--- src/rtl/memory_bist_pkg.sv ---
// Shared definitions for the March-style memory self-test engine:
// controller state encoding, default background pattern, error counter
// limits and the last-address helper.
package memory_bist_pkg;

  typedef enum logic [2:0] {
    IDLE = 3'd0,
    WR0  = 3'd1,
    RD0  = 3'd2,
    WR1  = 3'd3,
    RD1  = 3'd4,
    DONE = 3'd5
  } bistState_t;

  // Background pattern; each word is this value XORed with its address.
  localparam logic [31:0] BASE_DEFAULT = 32'hA5A5_A5A5;

  // Error counter width and its saturation value.
  localparam int ERR_W = 10;
  localparam logic [ERR_W-1:0] ERR_MAX = '1;

  // Highest address of a memory with addrW address bits.
  function automatic int unsigned lastAddr(input int unsigned addrW);
    return (32'd1 << addrW) - 32'd1;
  endfunction

endpackage

--- src/rtl/memory_bist_if.sv ---
// Memory-side bus between the self-test engine (master) and the memory
// under test (slave). Read_Data is the word stored at MemAddr.
interface memory_bist_if #(
  parameter int ADDR_W = 9,
  parameter int DATA_W = 32
);
  logic [ADDR_W-1:0] MemAddr;
  logic              MemRead;
  logic              MemWrite;
  logic [DATA_W-1:0] Write_Data;
  logic [DATA_W-1:0] Read_Data;

  modport master (
    output MemAddr, MemRead, MemWrite, Write_Data,
    input  Read_Data
  );

  modport slave (
    input  MemAddr, MemRead, MemWrite, Write_Data,
    output Read_Data
  );
endinterface

--- src/rtl/memory_bist.sv ---
// Memory self-test controller. Runs an ascending write of P(a), an
// ascending read-P / write-Q pass, and a descending read-Q pass, where
// P(a) = BASE ^ a and Q(a) = ~P(a). Counts mismatches (saturating) and
// captures the address and data of the first one.
module memory_bist
  import memory_bist_pkg::*;
#(
  parameter int ADDR_W = 9,
  parameter int DATA_W = 32,
  parameter logic [DATA_W-1:0] BASE = DATA_W'(BASE_DEFAULT)
) (
  input  logic               clk,
  input  logic               reset,
  input  logic               start,
  memory_bist_if.master      mem,
  output logic               busy,
  output logic               done,
  output logic               pass,
  output logic [ADDR_W-1:0]  fail_addr,
  output logic [DATA_W-1:0]  fail_data,
  output logic [ERR_W-1:0]   err_count
);

  localparam logic [ADDR_W-1:0] ADDR_END = ADDR_W'(lastAddr(ADDR_W));

  function automatic logic [DATA_W-1:0] patP(input logic [ADDR_W-1:0] a);
    return BASE ^ DATA_W'(a);
  endfunction

  bistState_t        stateReg, stateNext;
  logic [ADDR_W-1:0] addrReg, addrNext;
  logic [ERR_W-1:0]  errReg, errNext;
  logic [ADDR_W-1:0] failAddrReg, failAddrNext;
  logic [DATA_W-1:0] failDataReg, failDataNext;
  logic              mismatch;
  logic              memReadReg, memWriteReg;
  logic [DATA_W-1:0] writeDataReg;
  logic              busyReg, doneReg, passReg;

  // Next-state, address sequencing and read-compare bookkeeping.
  always_comb begin
    stateNext    = stateReg;
    addrNext     = addrReg;
    errNext      = errReg;
    failAddrNext = failAddrReg;
    failDataNext = failDataReg;
    mismatch     = 1'b0;
    case (stateReg)
      IDLE, DONE: begin
        if (start) begin
          stateNext    = WR0;
          addrNext     = '0;
          errNext      = '0;
          failAddrNext = '0;
          failDataNext = '0;
        end
      end
      WR0: begin
        if (addrReg == ADDR_END) begin
          stateNext = RD0;
          addrNext  = '0;
        end else begin
          addrNext = addrReg + ADDR_W'(1);
        end
      end
      RD0: begin
        mismatch  = (mem.Read_Data != patP(addrReg));
        stateNext = WR1;
      end
      WR1: begin
        // The descending pass starts at the last address, which is where we are.
        if (addrReg == ADDR_END) begin
          stateNext = RD1;
        end else begin
          stateNext = RD0;
          addrNext  = addrReg + ADDR_W'(1);
        end
      end
      RD1: begin
        mismatch = (mem.Read_Data != ~patP(addrReg));
        if (addrReg == '0) begin
          stateNext = DONE;
        end else begin
          addrNext = addrReg - ADDR_W'(1);
        end
      end
      default: stateNext = IDLE;
    endcase
    if (mismatch) begin
      if (errReg != ERR_MAX) begin
        errNext = errReg + ERR_W'(1);
      end
      if (errReg == '0) begin
        failAddrNext = addrReg;
        failDataNext = mem.Read_Data;
      end
    end
  end

  // State, capture registers and registered bus/status outputs decoded from the next state.
  always_ff @(posedge clk) begin
    if (reset) begin
      stateReg     <= IDLE;
      addrReg      <= '0;
      errReg       <= '0;
      failAddrReg  <= '0;
      failDataReg  <= '0;
      memReadReg   <= 1'b0;
      memWriteReg  <= 1'b0;
      writeDataReg <= '0;
      busyReg      <= 1'b0;
      doneReg      <= 1'b0;
      passReg      <= 1'b0;
    end else begin
      stateReg     <= stateNext;
      addrReg      <= addrNext;
      errReg       <= errNext;
      failAddrReg  <= failAddrNext;
      failDataReg  <= failDataNext;
      memReadReg   <= (stateNext == RD0) || (stateNext == RD1);
      memWriteReg  <= (stateNext == WR0) || (stateNext == WR1);
      writeDataReg <= (stateNext == WR0) ? patP(addrNext) :
                      (stateNext == WR1) ? ~patP(addrNext) : '0;
      busyReg      <= (stateNext != IDLE) && (stateNext != DONE);
      doneReg      <= (stateNext == DONE);
      passReg      <= (stateNext == DONE) && (errNext == '0);
    end
  end

  assign mem.MemAddr    = addrReg;
  assign mem.MemRead    = memReadReg;
  assign mem.MemWrite   = memWriteReg;
  assign mem.Write_Data = writeDataReg;
  assign busy           = busyReg;
  assign done           = doneReg;
  assign pass           = passReg;
  assign fail_addr      = failAddrReg;
  assign fail_data      = failDataReg;
  assign err_count      = errReg;

endmodule
--- src/flat_wrapper.sv ---
// flat-port wrapper written by rule: the top's interface ports become plain ports
module memory_bist_flat import memory_bist_pkg::*;
#(
  parameter int ADDR_W = 9,
  parameter int DATA_W = 32,
  parameter logic [DATA_W-1:0] BASE = DATA_W'(BASE_DEFAULT)
)
  (clk, reset, start, busy, done, pass, fail_addr, fail_data, err_count, mem_MemAddr, mem_MemRead, mem_MemWrite, mem_Write_Data, mem_Read_Data);
  memory_bist_if #(.ADDR_W(ADDR_W), .DATA_W(DATA_W)) mem_i ();
  input  logic clk;
  input  logic reset;
  input  logic start;
  output logic busy;
  output logic done;
  output logic pass;
  output logic [ADDR_W-1:0] fail_addr;
  output logic [DATA_W-1:0] fail_data;
  output logic [ERR_W-1:0] err_count;
  output wire logic [$bits(mem_i.MemAddr)-1:0] mem_MemAddr;
  output wire logic [$bits(mem_i.MemRead)-1:0] mem_MemRead;
  output wire logic [$bits(mem_i.MemWrite)-1:0] mem_MemWrite;
  output wire logic [$bits(mem_i.Write_Data)-1:0] mem_Write_Data;
  input wire logic [$bits(mem_i.Read_Data)-1:0] mem_Read_Data;
  assign mem_MemAddr = mem_i.MemAddr;
  assign mem_MemRead = mem_i.MemRead;
  assign mem_MemWrite = mem_i.MemWrite;
  assign mem_Write_Data = mem_i.Write_Data;
  assign mem_i.Read_Data = mem_Read_Data;
  memory_bist #(.ADDR_W(ADDR_W), .DATA_W(DATA_W), .BASE(BASE)) u_core (.clk(clk), .reset(reset), .start(start), .mem(mem_i), .busy(busy), .done(done), .pass(pass), .fail_addr(fail_addr), .fail_data(fail_data), .err_count(err_count));
endmodule
--- config.mk ---
export PLATFORM = sky130hd
export DESIGN_NAME = memory_bist_flat
export DESIGN_NICKNAME = d
export VERILOG_FILES = /design/src/rtl/memory_bist_pkg.sv /design/src/rtl/memory_bist_if.sv /design/src/rtl/memory_bist.sv /design/src/flat_wrapper.sv
export SDC_FILE = /design/constraint.sdc
export NUM_CORES = 1
export LEC_CHECK = 0
export ABC_AREA = 1
export CORE_MARGIN = 2
export CORE_UTILIZATION = 26
export CTS_CLUSTER_DIAMETER = 120
export DETAILED_ROUTE_END_ITERATION = 10
export PLACE_DENSITY = 0.53
export SETUP_SLACK_MARGIN = 0.2
export SLEW_MARGIN = 5
export SYNTH_ARGS = -nofsm -noshare
export SYNTH_HDL_FRONTEND = slang
export SYNTH_SLANG_ARGS = --single-unit
--- constraint.sdc ---
create_clock -name clk -period 6.1 [get_ports clk]
set_clock_uncertainty 0.2 [all_clocks]
set_input_delay 1.22 -clock clk [delete_from_list [all_inputs] [get_ports clk]]
set_output_delay 1.22 -clock clk [all_outputs]
set_load 0.01 [all_outputs]
Word level (Yosys, flattened, before mapping). Cells that the tools add are included.

Register bits: 100. Logic and storage cells: 71. Output and inout bits: 97.

Equality and inequality tests: 15. Bitwise logic cells: 5. Mux-type cells: 25. Add/subtract/negate cells: 3. Reductions and logical operators: 11.

Operators with widths (number): two-way mux 32 bit (6); two-way mux 9 bit (8); != test 32 bit (2); NOT 32 bit (2); two-way mux 10 bit (4); case mux 9 bit (4 select lines) (1); NOT 5 -> 16 bit (2); zero test 10 bit (2); case mux 3 bit (5 select lines) (1); equality test 3 x 2 -> 1 bit, second input constant (4); equality test 3 bit, second input constant (4); two-way mux 3 bit (4); adder 10 x 1 -> 10 bit, second input constant (1); != test 10 bit, second input constant (1); adder 9 x 1 -> 9 bit, second input constant (1); equality test 9 bit, second input constant (1); zero test 9 bit (1); subtractor 9 x 1 -> 9 bit, second input constant (1); equality test 3 x 1 -> 1 bit, second input constant (2); zero test 3 bit (1); != test 3 bit, second input constant (1); nonzero test 3 bit (1); OR reduction 3 bit (1); logical AND 1 bit (2); other kinds (4) (5).

Longest topological paths before layout.
Word-level depth: 7. Gate-level depth with buffers: 21. Mapped depth without buffers: 21.

Worst setup path before layout. Ideal clock, no wire load.

Kind: input-to-reg. From: in mem_Read_Data[0]. To: reg u_core.failDataReg[14] (netlist: u_core.fail_data[14]). Path slack: 3.415 ns. Data required time: 5.768 ns. Stages on the path: 14. Data arrival time: 2.353 ns. Setup time: 0.132 ns. Cells stage by stage: inv_1 > nand2_1 > nand2_1 > inv_1 > o21ai_0 > nand2_1 > nor2_1 > nand4_2 > nand2_2 > buf_6 > inv_2 > buf_2 > nand2_1 > a21oi_1.

Longest elaborated chain between the ends: 3.

RTL lines: start, declared (line flat_wrapper.sv:23) `input wire logic [$bits(mem_i.Read_Data)-1:0] mem_Read_Data;`; != test 32 bit (on tied branches) (line memory_bist.sv:80, memory_bist.sv:67); case mux 1 bit (2 select lines) (*) (line memory_bist.sv:48) `case (stateReg)`; two-way mux 32 bit (*) (line memory_bist.sv:89) `if (mismatch) begin`; end signal, assigned (line memory_bist.sv:119) `failDataReg <= failDataNext;`; end, declared (line memory_bist.sv:34) `logic [DATA_W-1:0] failDataReg, failDataNext;`.

Mark *: on every way between the ends. The rest lies on a longest branch, timed or not. A chain may end at the register's enable or synchronous reset.

Worst setup path in the final report.
From: in mem_Read_Data[27]. To: reg u_core.passReg (netlist: u_core.pass).

Longest elaborated chain between the ends: 5.

RTL lines: != test 32 bit (on tied branches) (line memory_bist.sv:80, memory_bist.sv:67); case mux 1 bit (2 select lines) (*) (line memory_bist.sv:48); two-way mux 10 bit (*) (line memory_bist.sv:89); zero test 10 bit (*) (line memory_bist.sv:126) `passReg <= (stateNext == DONE) && (errNext == '0);`; logical AND 1 bit (*) (line memory_bist.sv:126); end signal, assigned (line memory_bist.sv:126); end, declared (line memory_bist.sv:38) `logic busyReg, doneReg, passReg;`.

Marks and branches as above.

==> flow_metrics.py <==
metrics = {
    "cells_and_area": {
        "syn_to_final_growth_pct": 33.5,
        "drive_gt1_frac": 0.0364,
        "finish.utilization": 0.350,
        "fin_nets": 915,
        "antennaDiodeCount": 0,
        "fillers": 2035,
    },
    "synthesis": {
        "synth_top_family_by_area": "simple AND/OR/NAND/NOR gates",
        "synth_cell_types": 34,
        "synth-main-ff-cell": "dfxtp_1",
        "syn_area_per_cell_sq_um": 6.21,
        "synthTopCellsByArea": "dfxtp_1 (32%), nand2_1 (14%), nand3_1 (11%)",
        "async_flop_share": 0,
        "netlist_instances": 786,
        "synth_compound_area_frac": 0.149,
        "synth_top_cell_by_area": "dfxtp_1",
        "synth_enable_flop_cells": 0,
        "netlist_area_sq_mm": 0.00488,
        "yosysMostFrequentCell": "nand2_1",
        "synthMuxAreaShare": 0,
        "synth_top_cell_area_share": 0.324,
        "ys_seq_area_frac": 0.324,
        "netlist_top_cells_count": "nand2_1 (185), nand3_1 (111), inv_1 (90)",
        "syn_nets": 828,
        "synthXorXnorAreaFrac": 0.0108,
        "ys_warn_count": 0,
        "ys_seq_elements": 79,
        "synth_fa_ha_area_frac": 0.0180,
        "synth-simple-area-share": 0.355,
    },
    "critical_path": {
        "cp-end-kind": "flop",
        "slowest_delay_ns": 0.48,
        "critical_path_required_ns": 6.20,
        "startpoint_type": "primary input",
        "cp_num_buf_inv": 3,
        "crit_top_cell": "nand2_1",
        "worstPathArrival_ns": 3.95,
        "worst-path-max-fanout": 30,
        "cpMaxStageDelayCell": "clkdlybuf4s50_1",
        "path_cells": "clkdlybuf4s50_1, inv_1, nor2_1, nand2_1, nor2_1, nand3_1, nand2_1, nand4_2, nand2_2, buf_4, nand2_1, nand2_1, nand2_1, nor2_1, nand2_1, nor2_1",
        "critPathTopFamily": "simple AND/OR/NAND/NOR gates",
        "path_class": "primary input to flop",
    },
    "cts": {
        "htreeDepth": 3,
        "postCtsSetupBuffers": 0,
        "clock_latency_ns": 0.36,
        "cts_buffers": 9,
        "cts_max_path_buffers": 2,
        "cts-root-buf": "clkbuf_16",
        "postCtsHoldBufs": 0,
        "clkSinkCount": 79,
        "cts_resized": 0,
        "cts_tree": "built",
        "clk_pin_slew_ns": 0.07,
    },
    "floorplanning": {
        "die_x_um": 141,
        "num_rows": 50,
        "fp.dieH_um": 141,
        "io_pins": 132,
        "coreArea_sq_mm": 0.0186,
        "die_area_sq_mm": 0.0199,
        "start_util": 0.262,
    },
    "timing": {
        "rsz0062_at_grt": "no",
        "final_max_slew_viol_count": 0,
        "tightest_slew_ns": 1.07,
        "fin_setup_tns_ns": 0,
        "finalSetupViolCount": 0,
        "hold_violations": 0,
        "fmax_mhz": 260,
        "layout_min_cycle_time_ns": 3.85,
        "post-route-period-util": 0.631,
        "timing.hold.ws_ns": 0.295,
        "relSlewSlack": 0.287,
    },
    "grt": {
        "antenna_found_initial": 0,
        "grt-ovfl-total": 0,
        "grt_usage": 0.159,
        "grt_pass1_wl_um": 25300,
        "grt_pass1_vias": 4782,
        "grt_max_degree": 63,
    },
    "power": {
        "powerDensity_mw_per_mm2": 209,
        "p_leak_nw": 2.59,
        "max-vdd-ir-drop_mv": 0.155,
        "finalPower_mw": 1.36,
    },
    "drt": {
        "drtIter0Drc": 382,
        "vias": 5186,
        "viasPerCell": 4.66,
        "drc_errors": 0,
        "first_pass_iters": 5,
        "wl_per_cell_um": 14.3,
        "ant_nets": 0,
        "wl_um": 15900,
    },
    "placed_design": {
        "port_buffers": 131,
        "gp_congestion": 0.886,
        "dpl.hpwl_um": 11500,
    },
    "status": {
        "status": "finished clean",
    },
    "worst_hold_path": {
        "min_path_type": "flop to flop",
    },
    "flow_run": {
        "max-cap-violations": 0,
    },
}
## routing by layer
layer,vias to the layer above,part of all wire,global-route usage
li1,2705,-,-
met1,2329,0.48,0.217
met2,129,0.45,0.253
met3,23,0.049,0.0394
met4,0,0.018,0.0405
met5,-,0,0
## sequential cells by signal, indices dropped and copies added (netlist names)
| register | flops |
|---|---|
| u_core.fail_addr | 9 |
| u_core.mem.Write_Data | 11 |
| u_core.pass | 1 |
| u_core.err_count | 10 |
| u_core.mem.MemRead | 1 |
| u_core.busy | 1 |
| u_core.mem.MemAddr | 9 |
| u_core.stateReg | 3 |
| u_core.done | 1 |
| u_core.mem.MemWrite | 1 |
| u_core.fail_data | 32 |
## placed cells by master (no fill, tap or decap), types with 2 or more instances in the layout
cell type / synthesis / routed
a21oi_1: 56 / 56
a22oi_1: 2 / 2
a31oi_1: 2 / 2
buf_4: 23 / 4
bufinv_16: 0 / 3
clkbuf_16: 0 / 9
clkbuf_8: 0 / 2
clkdlybuf4s50_1: 0 / 130
dfxtp_1: 79 / 79
ha_1: 7 / 7
inv_1: 90 / 90
inv_2: 2 / 2
nand2_1: 185 / 185
nand2_2: 2 / 2
nand3_1: 111 / 111
nand3b_1: 2 / 2
nand4_1: 8 / 8
nor2_1: 81 / 81
nor2_2: 4 / 4
nor3_1: 6 / 6
nor4_1: 2 / 2
o211ai_1: 2 / 2
o21ai_0: 66 / 66
o21ai_1: 3 / 3
o21bai_1: 3 / 3
o22ai_1: 2 / 2
xor2_1: 5 / 5
## final cells by class
type,instances,area [sq um],share of cell area
clock buffers,11,253,0.0388
clock inverters,5,104,0.0159
inverters,92,345,0.0530
multi-input cells,556,2600,0.399
flip-flops and latches,79,1580,0.243
well taps,234,293,0.0450
repair buffers,135,1340,0.205
## worst paths after layout
check                       from                   to  slack (ns)  cells past startpoint
max            mem_Read_Data[27]          u_core.pass        2.25                     16
min          u_core.fail_data[8]  u_core.fail_data[8]        0.30                      2
max reg2reg   u_core.stateReg[1]          u_core.pass        2.74                     14
min reg2reg  u_core.fail_data[8]  u_core.fail_data[8]        0.30                      2
## power breakdown
group	switching, mW	internal (mW)
registers	0.00864	0.526
clock network	0.229	0.422
logic	0.103	0.0730
## cells by family (layout without fill, tap and decap cells)
group	Yosys count	after routing
xor gates and xnor gates	6	6
AOI/OAI and AO/OA	139	139
buffers and inverters	151	243
DFF	79	79
adders and majority gates	7	7
and+or+nand+nor	404	404
## worst reg2reg max path: cells and delay by family, from the launching register on
family | cells | cell delay [ns]
buffers and inverters | 1 | 0.44
AO/OA/AOI/OAI | 1 | 0.27
flip-flops | 1 | 0.34
AND/OR/NAND/NOR | 12 | 2.05
## through the flow
step                cell area, sq um  std cells  setup slack (ns)
detailed placement              6150       1096              1.93
CTS                             6510       1112              2.29
global placement                6150       1096              1.92
finish                          6510       1112              2.25
global route                    6510       1112              1.90
floorplan                       4880        786              3.41
Power figures use the tool's default switching activity.
